--- config.mk ---
export PLATFORM = sky130hd
export DESIGN_NAME = wdt_chain
export DESIGN_NICKNAME = d
export VERILOG_FILES = /design/src/rtl/wdt_chain.sv
export SDC_FILE = /design/constraint.sdc
export NUM_CORES = 1
export LEC_CHECK = 0
export ABC_AREA = 0
export ABC_CLOCK_PERIOD_IN_PS = 9300
export CAP_MARGIN = 30
export CELL_PAD_IN_SITES_DETAIL_PLACEMENT = 2
export CELL_PAD_IN_SITES_GLOBAL_PLACEMENT = 2
export CORE_ASPECT_RATIO = 0.5
export CORE_UTILIZATION = 28
export DETAILED_ROUTE_END_ITERATION = 16
export GPL_TIMING_DRIVEN = 0
export PLACE_DENSITY_LB_ADDON = 0.1
export SLEW_MARGIN = 10
export SYNTH_ARGS = -nofsm -noshare
export SYNTH_HDL_FRONTEND = slang
export SYNTH_SLANG_ARGS = --single-unit
--- constraint.sdc ---
create_clock -name clk -period 9.3 [get_ports clk]
set_input_delay 2.79 -clock clk [delete_from_list [all_inputs] [get_ports clk]]
set_output_delay 2.79 -clock clk [all_outputs]
set_load 0.01 [all_outputs]
--- src/rtl/wdt_chain.sv ---
// wdt_chain: multi-stage watchdog. NUM_TIMERS counters share one prescaled tick.
// Each counter is either a segment head, or it is cascaded behind its predecessor.
// A multi-timer segment whose tail times out raises a sticky fatal.
// Early restarts inside a head's window are latched as sticky flags.

// Per-timer counter: activity gating, restart/window handling, saturation at period.
module wdt_chain_tmr #(
   parameter int CNT_W = 64
) (
   input  logic             clk,
   input  logic             cptra_rst,
   input  logic             tick,
   input  logic             is_head,
   input  logic             en,
   input  logic             prev_timeout,
   input  logic             restart,
   input  logic             seg_clr,
   input  logic             lock,
   input  logic [CNT_W-1:0] period,
   input  logic [CNT_W-1:0] window,
   output logic [CNT_W-1:0] count,
   output logic             timeout,
   output logic             early
);

   logic active;
   logic restart_ok;

   assign timeout    = (count == period);
   // heads follow software enable, cascaded timers run while the predecessor is timed out
   assign active     = is_head ? en : prev_timeout;
   // restart only means something on a live, not-yet-expired head of an unlocked segment
   assign restart_ok = is_head & active & restart & ~timeout & ~lock;

   // count: clear on accepted restart or segment service, else tick up to period and stick
   always_ff @(posedge clk or posedge cptra_rst) begin
      if (cptra_rst)
         count <= '0;
      else if (restart_ok | seg_clr)
         count <= '0;
      else if (active & tick & (count < period))
         count <= count + 1'b1;
   end

   // early-restart flag: a restart landing before the window opened, held until reset
   always_ff @(posedge clk or posedge cptra_rst) begin
      if (cptra_rst)
         early <= 1'b0;
      else if (restart_ok & (window != '0) & (count < window))
         early <= 1'b1;
   end

endmodule

module wdt_chain #(
   parameter int NUM_TIMERS = 3,
   parameter int CNT_W      = 64,
   parameter int PRESCALE_W = 8
) (
   input  logic                        clk,
   input  logic                        cptra_rst,
   input  logic [NUM_TIMERS-1:0]       tmr_en,
   input  logic [NUM_TIMERS-1:0]       tmr_cascade,
   input  logic [NUM_TIMERS-1:0]       tmr_restart,
   input  logic [NUM_TIMERS*CNT_W-1:0] tmr_period,
   input  logic [NUM_TIMERS*CNT_W-1:0] tmr_window,
   input  logic [PRESCALE_W-1:0]       prescale_div,
   input  logic [NUM_TIMERS-1:0]       tmr_serviced,
   output logic [NUM_TIMERS*CNT_W-1:0] tmr_count,
   output logic [NUM_TIMERS-1:0]       tmr_timeout,
   output logic [NUM_TIMERS-1:0]       tmr_early_restart,
   output logic                        fatal_timeout
);

   localparam int IDX_W = $clog2(NUM_TIMERS);

   logic [NUM_TIMERS-1:0][CNT_W-1:0] period_a;
   logic [NUM_TIMERS-1:0][CNT_W-1:0] window_a;
   logic [NUM_TIMERS-1:0][CNT_W-1:0] count_a;

   logic [NUM_TIMERS-1:0][IDX_W-1:0] head_idx;
   logic [NUM_TIMERS-1:0][IDX_W-1:0] tail_idx;
   logic [NUM_TIMERS-1:0]            is_head;
   logic [NUM_TIMERS-1:0]            is_tail;
   logic [NUM_TIMERS-1:0]            lock;
   logic [NUM_TIMERS-1:0]            svc_q;
   logic [NUM_TIMERS-1:0]            seg_clr;
   logic [NUM_TIMERS-1:0]            fatal_set;
   logic [NUM_TIMERS-1:0]            fatal_tail;

   logic [PRESCALE_W-1:0]            pre_cnt;
   logic                             tick;
   logic                             unused_cascade0;

   assign period_a  = tmr_period;
   assign window_a  = tmr_window;
   assign tmr_count = count_a;

   // timer 0 is always a head, so its cascade bit carries no meaning
   assign unused_cascade0 = tmr_cascade[0];

   // ------------------------------------------------------------------
   // prescaler: >= compare so lowering the divider mid-count ticks next cycle
   // ------------------------------------------------------------------
   assign tick = (pre_cnt >= prescale_div);

   // prescale counter wraps to zero on the tick edge
   always_ff @(posedge clk or posedge cptra_rst) begin
      if (cptra_rst)
         pre_cnt <= '0;
      else if (tick)
         pre_cnt <= '0;
      else
         pre_cnt <= pre_cnt + 1'b1;
   end

   // ------------------------------------------------------------------
   // segmentation: head/tail flags and, per timer, the index of its head and tail
   // ------------------------------------------------------------------
   assign is_head[0] = 1'b1;
   assign is_tail[NUM_TIMERS-1] = 1'b1;

   for (genvar g = 1; g < NUM_TIMERS; g++) begin : g_seg
      assign is_head[g]   = ~tmr_cascade[g];
      assign is_tail[g-1] = ~tmr_cascade[g];
   end

   // head of timer i: highest non-cascaded index <= i (last write wins)
   always_comb begin
      head_idx = '0;
      for (int i = 0; i < NUM_TIMERS; i++) begin
         for (int j = 1; j <= i; j++) begin
            if (!tmr_cascade[j])
               head_idx[i] = IDX_W'(j);
         end
      end
   end

   // tail of timer i: one below the lowest non-cascaded index > i, else the last timer
   always_comb begin
      tail_idx = '0;
      for (int i = 0; i < NUM_TIMERS; i++) begin
         tail_idx[i] = IDX_W'(NUM_TIMERS - 1);
         for (int j = NUM_TIMERS - 1; j > i; j--) begin
            if (!tmr_cascade[j])
               tail_idx[i] = IDX_W'(j - 1);
         end
      end
   end

   // ------------------------------------------------------------------
   // lock / service qualification
   // A multi-timer segment whose tail is timed out (or has latched fatal) is frozen:
   // only reset brings it back. Single-timer segments never lock.
   // ------------------------------------------------------------------
   always_comb begin
      lock    = '0;
      svc_q   = '0;
      seg_clr = '0;
      for (int i = 0; i < NUM_TIMERS; i++) begin
         lock[i] = fatal_tail[tail_idx[i]] |
                   ((tail_idx[i] != head_idx[i]) & tmr_timeout[tail_idx[i]]);
         svc_q[i] = is_head[i] & tmr_serviced[i] & tmr_timeout[i] & ~lock[i];
      end
      // a qualified service on the head clears every member, active or not
      for (int i = 0; i < NUM_TIMERS; i++)
         seg_clr[i] = svc_q[head_idx[i]];
   end

   // ------------------------------------------------------------------
   // per-timer counters
   // ------------------------------------------------------------------
   for (genvar g = 0; g < NUM_TIMERS; g++) begin : g_tmr
      logic prev_to;

      if (g == 0) begin : g_first
         assign prev_to = 1'b0;
      end else begin : g_rest
         assign prev_to = tmr_timeout[g-1];
      end

      wdt_chain_tmr #(.CNT_W(CNT_W)) u_tmr (
         .clk          (clk),
         .cptra_rst    (cptra_rst),
         .tick         (tick),
         .is_head      (is_head[g]),
         .en           (tmr_en[g]),
         .prev_timeout (prev_to),
         .restart      (tmr_restart[g]),
         .seg_clr      (seg_clr[g]),
         .lock         (lock[g]),
         .period       (period_a[g]),
         .window       (window_a[g]),
         .count        (count_a[g]),
         .timeout      (tmr_timeout[g]),
         .early        (tmr_early_restart[g])
      );

      // a cascaded tail (so part of a multi-timer segment) that has expired is fatal
      if (g == 0) begin : g_nofatal
         assign fatal_set[g] = 1'b0;
      end else begin : g_fatal
         assign fatal_set[g] = tmr_cascade[g] & is_tail[g] & tmr_timeout[g];
      end
   end

   // ------------------------------------------------------------------
   // fatal: per-tail sticky record plus the aggregate output, both cleared only by reset
   // ------------------------------------------------------------------
   // per-tail fatal record keeps the segment locked even if its period is reprogrammed
   always_ff @(posedge clk or posedge cptra_rst) begin
      if (cptra_rst)
         fatal_tail <= '0;
      else
         fatal_tail <= fatal_tail | fatal_set;
   end

   // aggregate fatal, raised one cycle after a tail expires
   always_ff @(posedge clk or posedge cptra_rst) begin
      if (cptra_rst)
         fatal_timeout <= 1'b0;
      else if (|fatal_set)
         fatal_timeout <= 1'b1;
   end

endmodule

---- Word level (Yosys, flattened, before mapping) ----
Index checks and enable logic that the tools add are counted.
storage, ports and cells
  register bits ........................... 207
  logic and storage cells ................. 114
  output and inout bits ................... 199
  input port bits ......................... 406
operators by class
  eq/ne operators ......................... 5
  reductions and logical operators ........ 8
  order comparisons ....................... 11
  $add $sub $neg .......................... 4
  mux-type cells .......................... 25
  bitwise operators ....................... 52
operators by type and width
  operator               number
  $lt 64x64->1           6
  $mux 64                6
  $add 64x1->64 const B  3
  $eq 64x64->1           3
  $reduce_bool 64->1     3
  $and 1x1->1            37
  $bmux 1 s2             6
  $lt 2x3->1 const B     3
  $mux 1                 9
  $add 8x1->8 const B    1
  $ge 8x8->1             1
  $mux 8                 1
  $not 1->1              8
  $reduce_bool 2->1      4
  $mux 2                 3
  $or 1x1->1             6
  $lt 1x3->1 const B     1
  $or 3x3->3             1
  $ne 2x2->1             1
  $ne 2x2->1 const A     1
  $reduce_or 2->1        1

---- Longest topological paths before layout ----
  depth in word-level cells ............... 12
  mapped depth ............................ 13
  mapped depth without buffers ............ 10

---- By module ----
Synthesis repeated with hierarchy kept, for this count alone.
second synthesis, totals
  cells, all modules ...................... 2608
  area total of the unflattened synthesis .. 21045.2 um2
modules (own cells, without submodules)
  module                               seq. area each (um2)  times used  area each (um2)  cells an instance
  wdt_chain_tmr at g_tmr[0].u_tmr ...  1626.6                2           6769.0           843
  wdt_chain_tmr at g_tmr[1].u_tmr      1626.6                1           6736.5           839
  wdt_chain                            275.3                 1           770.7            83

---- Least setup slack after synthesis ----
No wires, ideal clock.
  path type ............................... input-to-output
  from .................................... in tmr_period[183]
  to ...................................... out tmr_timeout[2]
  path buffers ............................ 1
  stages .................................. 7
  data arrival time ....................... 4705 ps
  setup slack ............................. 1805 ps
  data required time ...................... 6510 ps
  path through ............................ inv_1 > ha_1 > nand4_1 > or4_1 > or4_4 > nor2_1 > buf_4
between the ends
  cells in the longest elaborated chain, start to end .. 1
RTL lines
  item                RTL line  text
  start: declaration  65        input logic [NUM_TIMERS*CNT_W-1:0] tmr_period,
  $eq 64x64->1        29        assign timeout = (count == period);
  end: declaration    70        output logic [NUM_TIMERS-1:0] tmr_timeout,
No other way between the ends.

---- Worst setup path after layout ----
  from .................................... in tmr_period[190]
  to ...................................... out tmr_timeout[2]
Same word-level chain as after synthesis.

==> impl_metrics.yaml <==
run_status:
  status: "finished clean"
place:
  placed_cells: 4352
  dpl.hpwl_um: 85780
  place_ws_ns: 0.1461
  placed_area_um2: 29040
  io_buffers: 602
  place_congestion: 0.8653
synth:
  synth_top_cells_by_area: "dfrtp_1 (24%), ha_1 (23%), inv_1 (7.6%), a21oi_1 (5.8%), nand4_1 (4.1%)"
  synthArstFlopShare: 1.000
  ys_seq_area_frac: 0.2386
  synthFlopType: "dfrtp_1"
  synth_common_cells: "inv_1 (435), ha_1 (393), a21oi_1 (251)"
  synth_top_area_frac: 0.2386
  synth_area_leader_cell: "dfrtp_1"
  syn_avg_cell_area_um2: 7.953
  postSynthNetCount: 3516
  synthesis.instances: 2717
  yosysMostFrequentCell: "inv_1"
  ys_ff_latch: 206
  synth.distinct_cells: 72
  synth-edff-count: 0
  netlist_area_um2: 21610
  synth_warnings: 0
worst_hold_path:
  hold_class: "flip-flop to flip-flop"
power:
  ir_drop_mv: 0.1028
  powerDensity_nw_per_um2: 86.93
  power_leakage_nw: 14.20
  total_power_mw: 2.595
cells_and_area:
  fillerInstances: 8530
  multi_input_area_um2: 14460
  ff_latch_area_um2: 5155
  finalInstanceArea_um2: 29850
  final_net_count: 4155
  layout-drive-gt1-share: 0.02847
  final_util: 0.3939
  area_growth_syn_to_layout_pct: 38.13
  fin_cells: 4397
die:
  io_pins: 605
  initial_core_util: 0.2852
  die_w_um: 394.9
  core_um2: 75780
  die-area_um2: 78360
  dieHeight_um: 198.4
  rows: 71
clock_network:
  cts_buffer_depth: 3
  clock-sinks: 206
  postCtsHoldBufs: 0
  post_cts_resized: 0
  cts_tree: "built"
  cts-root-buf: "clkbuf_16"
  htreeDepth: 1
  cts_buffers: 23
  cts_setup_buffers: 0
  clk_latency_ns: 0.55
  cts.clk_slew.worst_paths_ns: 0.06
routing:
  finalWirelength_um: 103900
  vias: 23887
  postRouteAntennaNets: 0
  vias_per_cell: 5.433
  drcViolationCount: 0
  post_drt_wl_per_cell_um: 23.64
  drtPass1Iterations: 4
  detail_route.iter0.violations: 1056
timing:
  worst_slack_ns: 0.2070
  finalCritPeriodShare: 0.9777
  tightest_slew_ns: 0.8925
  holdWs_ns: 0.4762
  post-route-min-period_ns: 9.093
  fmax_ghz: 0.1100
  maxSlewHeadroom: 0.4004
  rsz0062_at_grt: "no"
  fin_skew_ns: 0.01612
  fin_setup_tns_ns: 0
  setup_violations: 0
  finalHoldViolCount: 0
  maxSlewViolCount: 0
global_routing:
  grt_pass1_wl_um: 157900
  antenna_found_initial: 4
  grtUsageTotal: 0.2592
  grt_remaining_overflow: 0
  grt_pass1_vias: 25922
  grt_max_degree: 99
setup_path:
  cp-endpoint: "tmr_timeout[2]"
  slowest_delay_ns: 0.71
  crit_start: "tmr_period[190]"
  start_kind: "primary input"
  path_cells: "clkdlybuf4s50_1, inv_1, ha_1, nand4_1, or4_1, or4_4, nor2_1, buf_4, clkdlybuf4s50_1"
  crit_slowest_cell: "or4_1"
  end_kind: "output pin"
  cpMostUsedCell: "clkdlybuf4s50_1"
  criticalPathCategory: "primary input to output pin"
  worstPathMaxFanout: 5
  worstPathRequired_ns: 6.51
  r2r-end: "g_tmr[1].u_tmr.count[32]"
  r2r_setup_slack_ns: 3.97
  arrival_ns: 6.30
  r2r_start: "g_tmr[0].u_tmr.count[23]"
  r2r_cells: 11
flow_run:
  drv_cap: 0
[worst max-delay path, delay by kind of cell]
family	cells	cell delay [ns]
buf+inv	4	1.25
fa+ha+maj	1	0.29
simple gates	4	1.96
[metal layers]
metal | up-vias | global-route usage | routed length (um)
li1 | 11272 | - | -
met1 | 12154 | 0.3072 | 43760
met2 | 337 | 0.5030 | 55500
met3 | 124 | 0.02089 | 2064
met4 | 0 | 0.06259 | 2607
met5 | - | 0 | 0
[power breakdown]
part / internal [mW] / switching [mW] / total [mW] / leakage (nW)
sequential: 0.920 / 0.0402 / 0.960 / 2.85
combinational: 0.294 / 0.320 / 0.614 / 10.9
clock: 0.593 / 0.429 / 1.02 / 0.399
[worst min-delay path by stage]
| stage | startpoint | slack [ns] | end | depth (start not counted) |
|---|---|---|---|---|
| after floorplan | fatal_tail[1] | 0.44 | fatal_tail[1] | 1 |
| after detailed placement | fatal_timeout | 0.47 | fatal_timeout | 1 |
| final | fatal_timeout | 0.48 | fatal_timeout | 1 |
| after global routing | fatal_timeout | 0.51 | fatal_timeout | 1 |
| after global placement | fatal_timeout | 0.45 | fatal_timeout | 1 |
| after CTS | fatal_timeout | 0.48 | fatal_timeout | 1 |
[final cells by class]
| type | instances | area share |
|---|---|---|
| repair buffers | 614 | 0.2056 |
| inverters | 435 | 0.05495 |
| diodes | 3 | 0.0002515 |
| flip-flops and latches | 206 | 0.1727 |
| clock buffers | 33 | 0.02289 |
| plain buffers | 84 | 0.01237 |
| multi-input cells | 1992 | 0.4846 |
| well taps | 1022 | 0.04284 |
| clock inverters | 8 | 0.003856 |
[registers in the layout, indices dropped and copies added (netlist names)]
register           count
g_tmr.u_tmr.early      3
g_tmr.u_tmr.count    192
pre_cnt                8
fatal_tail             2
fatal_timeout          1
[layout by cell type (no fill, tap or decap), types with 15 or more instances in the layout]
master,instances
or3_1,70
and3_1,44
nor4_1,74
clkdlybuf4s50_1,602
o31ai_1,74
clkbuf_1,75
o21a_1,15
a21oi_1,251
dfrtp_1,206
o21ai_0,121
nand4_1,143
and4_1,18
o211ai_1,32
nor2_1,98
nor3_1,28
clkbuf_16,23
xor2_1,25
or4_1,105
a211oi_1,16
nand2_1,169
ha_1,393
a21o_1,63
inv_1,434
nand3_1,100
[kinds of logic (layout without fill, tap and decap cells)]
kind of cell             Yosys count  after routing  synth area share
flip-flops                       206            206            0.2385
AND/OR/NAND/NOR                  915            915            0.2392
adder cells (fa/ha/maj)          393            393            0.2275
multiplexers                       8              8          0.003995
XOR/XNOR                          36             36           0.01459
AO/OA/AOI/OAI                    640            640            0.1834
buffers and inverters            519           1174           0.09264
other                              0              3                 0
(Power assumes the default switching activity.)
